<file path="src/rtl/instruction_fetch_queue_if.sv">
// rtl/instruction_fetch_queue_if.sv - fetch request, program-load and decoder handshake bundle for the fetch queue
interface instruction_fetch_queue_if #(
    parameter int DATA_W = 8,
    parameter int ADDR_W = 4,
    parameter int DEPTH  = 4
);
    localparam int CNT_W = $clog2(DEPTH) + 1;

    logic [ADDR_W-1:0] instruction_addr;
    logic              addr_valid;
    logic              flush;
    logic              imem_we;
    logic [ADDR_W-1:0] imem_waddr;
    logic [DATA_W-1:0] imem_wdata;
    logic [DATA_W-1:0] instr;
    logic [ADDR_W-1:0] instr_addr_out;
    logic              instr_valid;
    logic              instr_ready;
    logic              fetch_stall;
    logic [CNT_W-1:0]  count;

    modport master (
        output instruction_addr, addr_valid, flush,
        output imem_we, imem_waddr, imem_wdata, instr_ready,
        input  instr, instr_addr_out, instr_valid, fetch_stall, count
    );

    modport slave (
        input  instruction_addr, addr_valid, flush,
        input  imem_we, imem_waddr, imem_wdata, instr_ready,
        output instr, instr_addr_out, instr_valid, fetch_stall, count
    );
endinterface

</file>
<file path="src/rtl/instruction_fetch_queue.sv">
// rtl/instruction_fetch_queue.sv - instruction memory plus DEPTH-entry {addr, instr} FIFO toward the decoder
// Optional same-cycle empty-queue bypass: define IFQ_BYPASS_EN.
module instruction_fetch_queue #(
    parameter int DATA_W = 8,
    parameter int ADDR_W = 4,
    parameter int DEPTH  = 4
) (
    input  logic clk,
    input  logic rst,
    instruction_fetch_queue_if.slave bus
);
    localparam int PTR_W = $clog2(DEPTH);
    localparam int CNT_W = PTR_W + 1;

    logic [DATA_W-1:0] mem_q  [2**ADDR_W];
    logic [DATA_W-1:0] data_q [DEPTH];
    logic [ADDR_W-1:0] addr_q [DEPTH];

    logic [PTR_W-1:0] wr_ptr_q, wr_ptr_d;
    logic [PTR_W-1:0] rd_ptr_q, rd_ptr_d;
    logic [CNT_W-1:0] count_q, count_d;

    logic [DATA_W-1:0] fetch_data;
    logic              full, empty, push, pop, bypass, store;

    // Write-first: a program-load write to the address being fetched is seen immediately.
    always_comb begin
        fetch_data = mem_q[bus.instruction_addr];
        if (bus.imem_we && (bus.imem_waddr == bus.instruction_addr)) begin
            fetch_data = bus.imem_wdata;
        end
    end

    assign full  = (count_q == CNT_W'(DEPTH));
    assign empty = (count_q == '0);
    assign push  = bus.addr_valid & ~full & ~bus.flush;
    assign pop   = ~empty & bus.instr_ready & ~bus.flush;

`ifdef IFQ_BYPASS_EN
    assign bypass = empty & push & bus.instr_ready;
`else
    assign bypass = 1'b0;
`endif

    // A bypassed fetch is consumed directly and never occupies a slot.
    assign store = push & ~bypass;

    always_comb begin
        wr_ptr_d = wr_ptr_q;
        rd_ptr_d = rd_ptr_q;
        count_d  = count_q;
        if (bus.flush) begin
            wr_ptr_d = '0;
            rd_ptr_d = '0;
            count_d  = '0;
        end else begin
            if (store) wr_ptr_d = wr_ptr_q + 1'b1;
            if (pop)   rd_ptr_d = rd_ptr_q + 1'b1;
            case ({store, pop})
                2'b10:   count_d = count_q + 1'b1;
                2'b01:   count_d = count_q - 1'b1;
                default: count_d = count_q;
            endcase
        end
    end

    always_ff @(posedge clk) begin
        if (rst) begin
            wr_ptr_q <= '0;
            rd_ptr_q <= '0;
            count_q  <= '0;
        end else begin
            wr_ptr_q <= wr_ptr_d;
            rd_ptr_q <= rd_ptr_d;
            count_q  <= count_d;
        end
    end

    always_ff @(posedge clk) begin
        if (bus.imem_we) begin
            mem_q[bus.imem_waddr] <= bus.imem_wdata;
        end
    end

    always_ff @(posedge clk) begin
        if (!rst && store) begin
            data_q[wr_ptr_q] <= fetch_data;
            addr_q[wr_ptr_q] <= bus.instruction_addr;
        end
    end

    always_comb begin
        bus.instr          = '0;
        bus.instr_addr_out = '0;
        if (bypass) begin
            bus.instr          = fetch_data;
            bus.instr_addr_out = bus.instruction_addr;
        end else if (!empty) begin
            bus.instr          = data_q[rd_ptr_q];
            bus.instr_addr_out = addr_q[rd_ptr_q];
        end
    end

    assign bus.instr_valid = ~empty | bypass;
    assign bus.fetch_stall = full;
    assign bus.count       = count_q;
endmodule

</file>
<file path="src/flat_wrapper.sv">
// flat-port wrapper written by rule: the top's interface ports become plain ports
module instruction_fetch_queue_flat 
#(
    parameter int DATA_W = 8,
    parameter int ADDR_W = 4,
    parameter int DEPTH  = 4
)
  (clk, rst, bus_instruction_addr, bus_addr_valid, bus_flush, bus_imem_we, bus_imem_waddr, bus_imem_wdata, bus_instr_ready, bus_instr, bus_instr_addr_out, bus_instr_valid, bus_fetch_stall, bus_count);
  instruction_fetch_queue_if #(.DATA_W(DATA_W), .ADDR_W(ADDR_W), .DEPTH(DEPTH)) bus_i ();
  input  logic clk;
  input  logic rst;
  input wire logic [$bits(bus_i.instruction_addr)-1:0] bus_instruction_addr;
  input wire logic [$bits(bus_i.addr_valid)-1:0] bus_addr_valid;
  input wire logic [$bits(bus_i.flush)-1:0] bus_flush;
  input wire logic [$bits(bus_i.imem_we)-1:0] bus_imem_we;
  input wire logic [$bits(bus_i.imem_waddr)-1:0] bus_imem_waddr;
  input wire logic [$bits(bus_i.imem_wdata)-1:0] bus_imem_wdata;
  input wire logic [$bits(bus_i.instr_ready)-1:0] bus_instr_ready;
  output wire logic [$bits(bus_i.instr)-1:0] bus_instr;
  output wire logic [$bits(bus_i.instr_addr_out)-1:0] bus_instr_addr_out;
  output wire logic [$bits(bus_i.instr_valid)-1:0] bus_instr_valid;
  output wire logic [$bits(bus_i.fetch_stall)-1:0] bus_fetch_stall;
  output wire logic [$bits(bus_i.count)-1:0] bus_count;
  assign bus_i.instruction_addr = bus_instruction_addr;
  assign bus_i.addr_valid = bus_addr_valid;
  assign bus_i.flush = bus_flush;
  assign bus_i.imem_we = bus_imem_we;
  assign bus_i.imem_waddr = bus_imem_waddr;
  assign bus_i.imem_wdata = bus_imem_wdata;
  assign bus_i.instr_ready = bus_instr_ready;
  assign bus_instr = bus_i.instr;
  assign bus_instr_addr_out = bus_i.instr_addr_out;
  assign bus_instr_valid = bus_i.instr_valid;
  assign bus_fetch_stall = bus_i.fetch_stall;
  assign bus_count = bus_i.count;
  instruction_fetch_queue #(.DATA_W(DATA_W), .ADDR_W(ADDR_W), .DEPTH(DEPTH)) u_core (.clk(clk), .rst(rst), .bus(bus_i));
endmodule
</file>
<file path="config.mk">
export PLATFORM = sky130hd
export DESIGN_NAME = instruction_fetch_queue_flat
export DESIGN_NICKNAME = d
export VERILOG_FILES = /design/src/rtl/instruction_fetch_queue_if.sv /design/src/rtl/instruction_fetch_queue.sv /design/src/flat_wrapper.sv
export SDC_FILE = /design/constraint.sdc
export NUM_CORES = 1
export LEC_CHECK = 0
export CORE_ASPECT_RATIO = 0.5
export CORE_MARGIN = 2
export CORE_UTILIZATION = 54
export CTS_CLUSTER_DIAMETER = 80
export DETAILED_ROUTE_END_ITERATION = 12
export PLACE_DENSITY = 0.87
export REMOVE_ABC_BUFFERS = 1
export SYNTH_ARGS = -nofsm -noshare
export SYNTH_HDL_FRONTEND = slang
export SYNTH_SLANG_ARGS = --single-unit
export TNS_END_PERCENT = 100
</file>
<file path="constraint.sdc">
create_clock -name clk -period 2.15 [get_ports clk]
set_clock_uncertainty 0.1 [all_clocks]
set_input_delay 0.43 -clock clk [delete_from_list [all_inputs] [get_ports clk]]
set_output_delay 0.43 -clock clk [all_outputs]
set_load 0.02 [all_outputs]
</file>
Yosys cells after proc, flatten, opt, wreduce, memory -nomap -nowiden
Memory sizes are Yosys's and may differ from the RTL's. A register that Yosys moved wholly into a read port is not among the register bits. Index checks and enable logic that the tools add are counted.

Mux-type cells: 12. Bitwise operators: 7. Add/sub/neg operators: 4. Reduce and logical (&&, ||, !) cells: 6. Equal/unequal tests: 4.

Operators with widths (number): $mux 8 (2); $mux 2 (4); $pmux 3 s2 (1); $add 2x1->2 const B (2); $and 1x1->1 (4); $eq 4x4->1 (1); $mux 1 (4); $mux 4 (1); $add 3x1->3 const B (1); $eq 3x3->1 const B (1); $logic_not 3->1 (1); $not 1->1 (3); $sub 3x1->3 const B (1); $eq 2x1->1 const B (1); $eq 2x2->1 const B (1); $logic_and 1x1->1 (2); $reduce_bool 2->1 (1); $reduce_or 2->1 (1); $logic_not 1->1 (1).

Memories kept: 3. RAM bits: 176. Output and inout bits: 17. Word-level logic and storage cells: 39. Input port bits: 22. Bits in registers: 7.

Memory list: u_core.mem_q (words 16, width 8, read ports 1, clocked after Yosys merged registers in 0, wr ports 1, line instruction_fetch_queue.sv:15) `logic [DATA_W-1:0] mem_q [2**ADDR_W];`; u_core.data_q (words 4, width 8, read ports 1, clocked after Yosys merged registers in 1, wr ports 1, line instruction_fetch_queue.sv:16) `logic [DATA_W-1:0] data_q [DEPTH];`; u_core.addr_q (words 4, width 4, read ports 1, clocked after Yosys merged registers in 1, wr ports 1, line instruction_fetch_queue.sv:17) `logic [ADDR_W-1:0] addr_q [DEPTH];`.

Longest topological paths before layout
Depth in word-level cells: 7. Depth in mapped cells: 9. Gate-level depth less buffers: 9.

Worst setup path after synthesis
OpenSTA, ideal clock, no wires.

Kind: flip-flop to flip-flop. From: reg u_core.count_q[2], in the netlist u_core.bus.count[2]. To: reg u_core.count_q[2], in the netlist u_core.bus.count[2]. Required time: 1.980 ns. Clock period less this slack: 2.760 ns. Cell stages (with the launch flop): 10. Buffers on the path: 0. Library setup time: 0.070 ns. Arrival time: 2.590 ns. Setup slack: -0.610 ns. Path through: dfxtp_1 nor3b_1 nor2b_1 nand2b_1 ha_1 inv_1 fa_1 xor2_1 or3_1 a21oi_1.

Longest elaborated chain between the ends: 6. Elaborated cells between the ends (all ways): 14. Those cells by class: 2 x add/sub; 3 x eq/ne; 1 x mux; 6 x bitwise; 2 x reduce/logical.

RTL lines: from (decl) (line instruction_fetch_queue.sv:21) `logic [CNT_W-1:0] count_q, count_d;`; from (signal assigned) (line instruction_fetch_queue.sv:75) `count_q <= count_d;`; $eq 3x3->1 * (line instruction_fetch_queue.sv:34) `assign full = (count_q == CNT_W'(DEPTH));`; via bus_fetch_stall (line flat_wrapper.sv:22) `output wire logic [$bits(bus_i.fetch_stall)-1:0] bus_fetch_stall;`; $not 1->1 * (line instruction_fetch_queue.sv:36) `assign push = bus.addr_valid & ~full & ~bus.flush;`; $and 1x1->1 * (2 in series) (line instruction_fetch_queue.sv:36); $eq 2x1->1 / $eq 2x2->1 (equally long branches) (line instruction_fetch_queue.sv:59) `case ({store, pop})`; $pmux 3 s2 / $reduce_bool 2->1 (equally long branches).

Mark *: on every way through the listed nets, which the timed path passes. The rest lies on a longest branch. A chain may end at the register's enable or synchronous reset.

==> flow_summary_export.csv <==
group,metric,value,unit
run_status,run_status,"complete, but fails checks",
run_status,violations,"setup timing",
route,drc_errors,0,
grt,globalRouteTotalUtil,23.6,%
synthesis,mappedNetlistArea,7510,sq um
synthesis,synth_top_flop_cell,"edfxtp_1",
hold_path,holdCritPathClass,"in -> reg",
cells_and_area,ff_latch_area,5480,sq um
synthesis,sequential_element_share_of_the_synthesized_area,72.8,%
power_and_ir_drop,static_leakage,3.25,nW
cells_and_area,layout_common_cells,"edfxtp_1 (176), buf_4 (52), mux4_2 (24), clkdlybuf4s50_1 (22), nor2_1 (21)",
power_and_ir_drop,vdd_ir_drop_max,836,uV
die,core-area,13600,sq um
critical_path,path_max_fanout,6,
clock_network,clk-insertion-delay-late,0.43,ns
cells_and_area,area_growth_from_synthesis_to_layout,24.5,%
cells_and_area,multi_input_area,1990,sq um
grt,grt_antenna_before_repair,0,
clock_network,cts-htree-levels,4,
critical_path,endpoint_kind,"primary output",
synthesis,synthArstFlopShare,0,%
route,dr.first_iter.drc_count,387,
synthesis,yosys.cell_types.count,30,
route,postRouteWirelength,16600,microns
synthesis,ys_top_cells_by_area,"edfxtp_1 (70%), mux4_1 (8.1%), mux4_2 (6.3%)",
cells_and_area,antennaDiodeCount,0,
cells_and_area,num-nets-final,496,
placement,placement.io_buffers,38,
route,vias_per_cell,5.88,
die,design.portCount,39,
clock_network,root_buffer,"clkbuf_16",
sta,period_share,106,%
clock_network,clk_path_buf_depth,2,
synthesis,synthCells,361,
synthesis,yosys.area.top_type,"edfxtp_1",
sta,hold-worst-slack,0.415,ns
clock_network,tritoncts,"done",
critical_path,required_time_worst_endpoint,1.62,ns
sta,fmax,441,MHz
route,final_antenna_net_count,0,
grt,grt_first_pass_wirelength,24600,microns
sta,hold_viol_final,0,
critical_path,timing.setup.critical_path_class,"reg -> out",
die,die_height,87.4,microns
die,fp.dieW,171,microns
synthesis,yosys.area.top_type_share,70.4,%
die,placement_rows,30,
route,wl_per_cell,24.6,microns
synthesis,syn_avg_cell_area,20.8,sq um
sta,final_period_minus_worst_setup_slack,2.27,ns
cells_and_area,final_layout_size_suffix_gt1_share,36.2,%
sta,tns,-1.24,ns
route,dr.pass1.iters,5,
power_and_ir_drop,power-per-cell-area,806,nW/um^2
route,vias,3956,
sta,setup_viol,13,
placement,pre_cts_slack,-0.479,ns
grt,number_of_global_route_vias_before_repair,3999,
cells_and_area,layout.filler_cells,743,
clock_network,clock_edge_transition_at_the_registers_on_the_reported_setup_and_hold_paths,0.06,ns
placement,gp_congestion,0.844,
clock_network,cts_inserted_buffers,17,
clock_network,cts_num_sinks,185,
sta,maxSlewViolCount,0,
grt,overflow,0,
sta,slew-limit-headroom,71.6,%
synthesis,ys_warn_count,0,
sta,final.setup.worst_slack,-0.119,ns
placement,placed_area,8590,sq um
die,floorplan.die_area,14900,sq um
critical_path,critical_path.startpoint_type,"register",
cells_and_area,most_common_library_cell_in_the_layout_ignoring_fill_and_taps,"edfxtp_1",
synthesis,synth-edff-count,176,
sta,timing_worst_slew_pin_value,0.425,ns
power_and_ir_drop,report.power.total,7.53,mW
sta,rsz0062_at_grt,"true",
die,effective_utilization_at_floorplan,55.4,%
placement,dp_hpwl,9820,microns
grt,grt_max_degree,24,
critical_path,cp_data_arrival_time,1.74,ns
run,timing.max_cap.violations,0,
synthesis,synthesis_stage_register_bit_count,185,
cells_and_area,final_cell_area,9350,sq um
[cells by family after synthesis]
group | Yosys count | share of synthesized area (%)
and+or+nand+nor | 59 | 4.32
AOI/OAI and AO/OA | 3 | 0.200
xor gates and xnor gates | 9 | 1.05
DFF | 185 | 72.8
muxes | 77 | 18.9
buffers and inverters | 22 | 1.65
adders and majority gates | 6 | 1.10
[path summary, 6_finish.rpt]
kind              cells after the start                          endpoint                              from  slack [ns]
hold / removal                        2     u_core.addr_q[0][0]$_DFFE_PP_           bus_instruction_addr[0]        0.42
setup reg to reg                      9  u_core.bus.count[2]$_SDFFE_PP0P_  u_core.bus.count[0]$_SDFFE_PP0P_       -0.05
hold reg to reg                       2   u_core.rd_ptr_q[0]$_SDFFE_PP0N_   u_core.rd_ptr_q[0]$_SDFFE_PP0N_        0.46
setup / recovery                      4                      bus_instr[3]                          register       -0.12
[flip-flops by register name, indices dropped and copies added (netlist names), named ones only]
register          count
u_core.mem_q        128
u_core.data_q        32
u_core.addr_q        16
u_core.bus.count      3
u_core.rd_ptr_q       2
u_core.wr_ptr_q       2
[layout make-up]
| cell class | instances | area share [%] |
|---|---|---|
| flip-flops and latches | 185 | 58.6 |
| multi-input cells | 154 | 21.3 |
| repair buffers | 105 | 11.4 |
| clock buffers | 17 | 4.55 |
| well taps | 192 | 2.57 |
| clock inverters | 15 | 1.42 |
| inverters | 5 | 0.201 |
[cell usage after synthesis (3+ instances only)]
library cell    n
and2_1         16
buf_2           3
buf_6           4
clkbuf_1        8
dfxtp_1         9
edfxtp_1      176
ha_1            5
inv_1           5
mux2_2          8
mux2i_1        25
mux4_1         23
mux4_2         21
nand2_1         3
nand2b_1        3
nor2_1         21
nor3_1          4
xor2_1          7
[through the flow]
step                util, %  cells
global route           69.0    673
finish                 69.0    673
floorplan                 -    344
global placement       63.4    634
detailed placement     63.4    634
CTS                    68.2    667
[layer usage]
metal	track usage, %	routed length (microns)	up-vias
met2	40.3	8520	198
met5	0	0	-
li1	-	-	1683
met4	5.91	231	0
met1	30.7	6670	2049
met3	6.27	1150	26
[where the power goes]
group | internal (mW) | total [mW] | leakage [nW] | switching (mW)
logic | 0.268 | 0.549 | 1.31 | 0.280
registers | 4.02 | 4.04 | 1.67 | 0.0225
clock network | 1.52 | 2.94 | 0.271 | 1.42
[critical path, stage by stage, from the launching register on]
cell     delay, ns
dfxtp_4       0.38
buf_12        0.14
mux4_2        0.52
and2_4        0.16
buf_6         0.12
[timing repair]
item                                    CTS  global route
gates cloned                              1             1
endpoints found under the setup margin   23            43
setup buffers                             0             5
resized for setup                        97            20
pin swaps                                12             1
hold buffers                              0             0
Note: power is estimated with default switching activity, not from simulation.
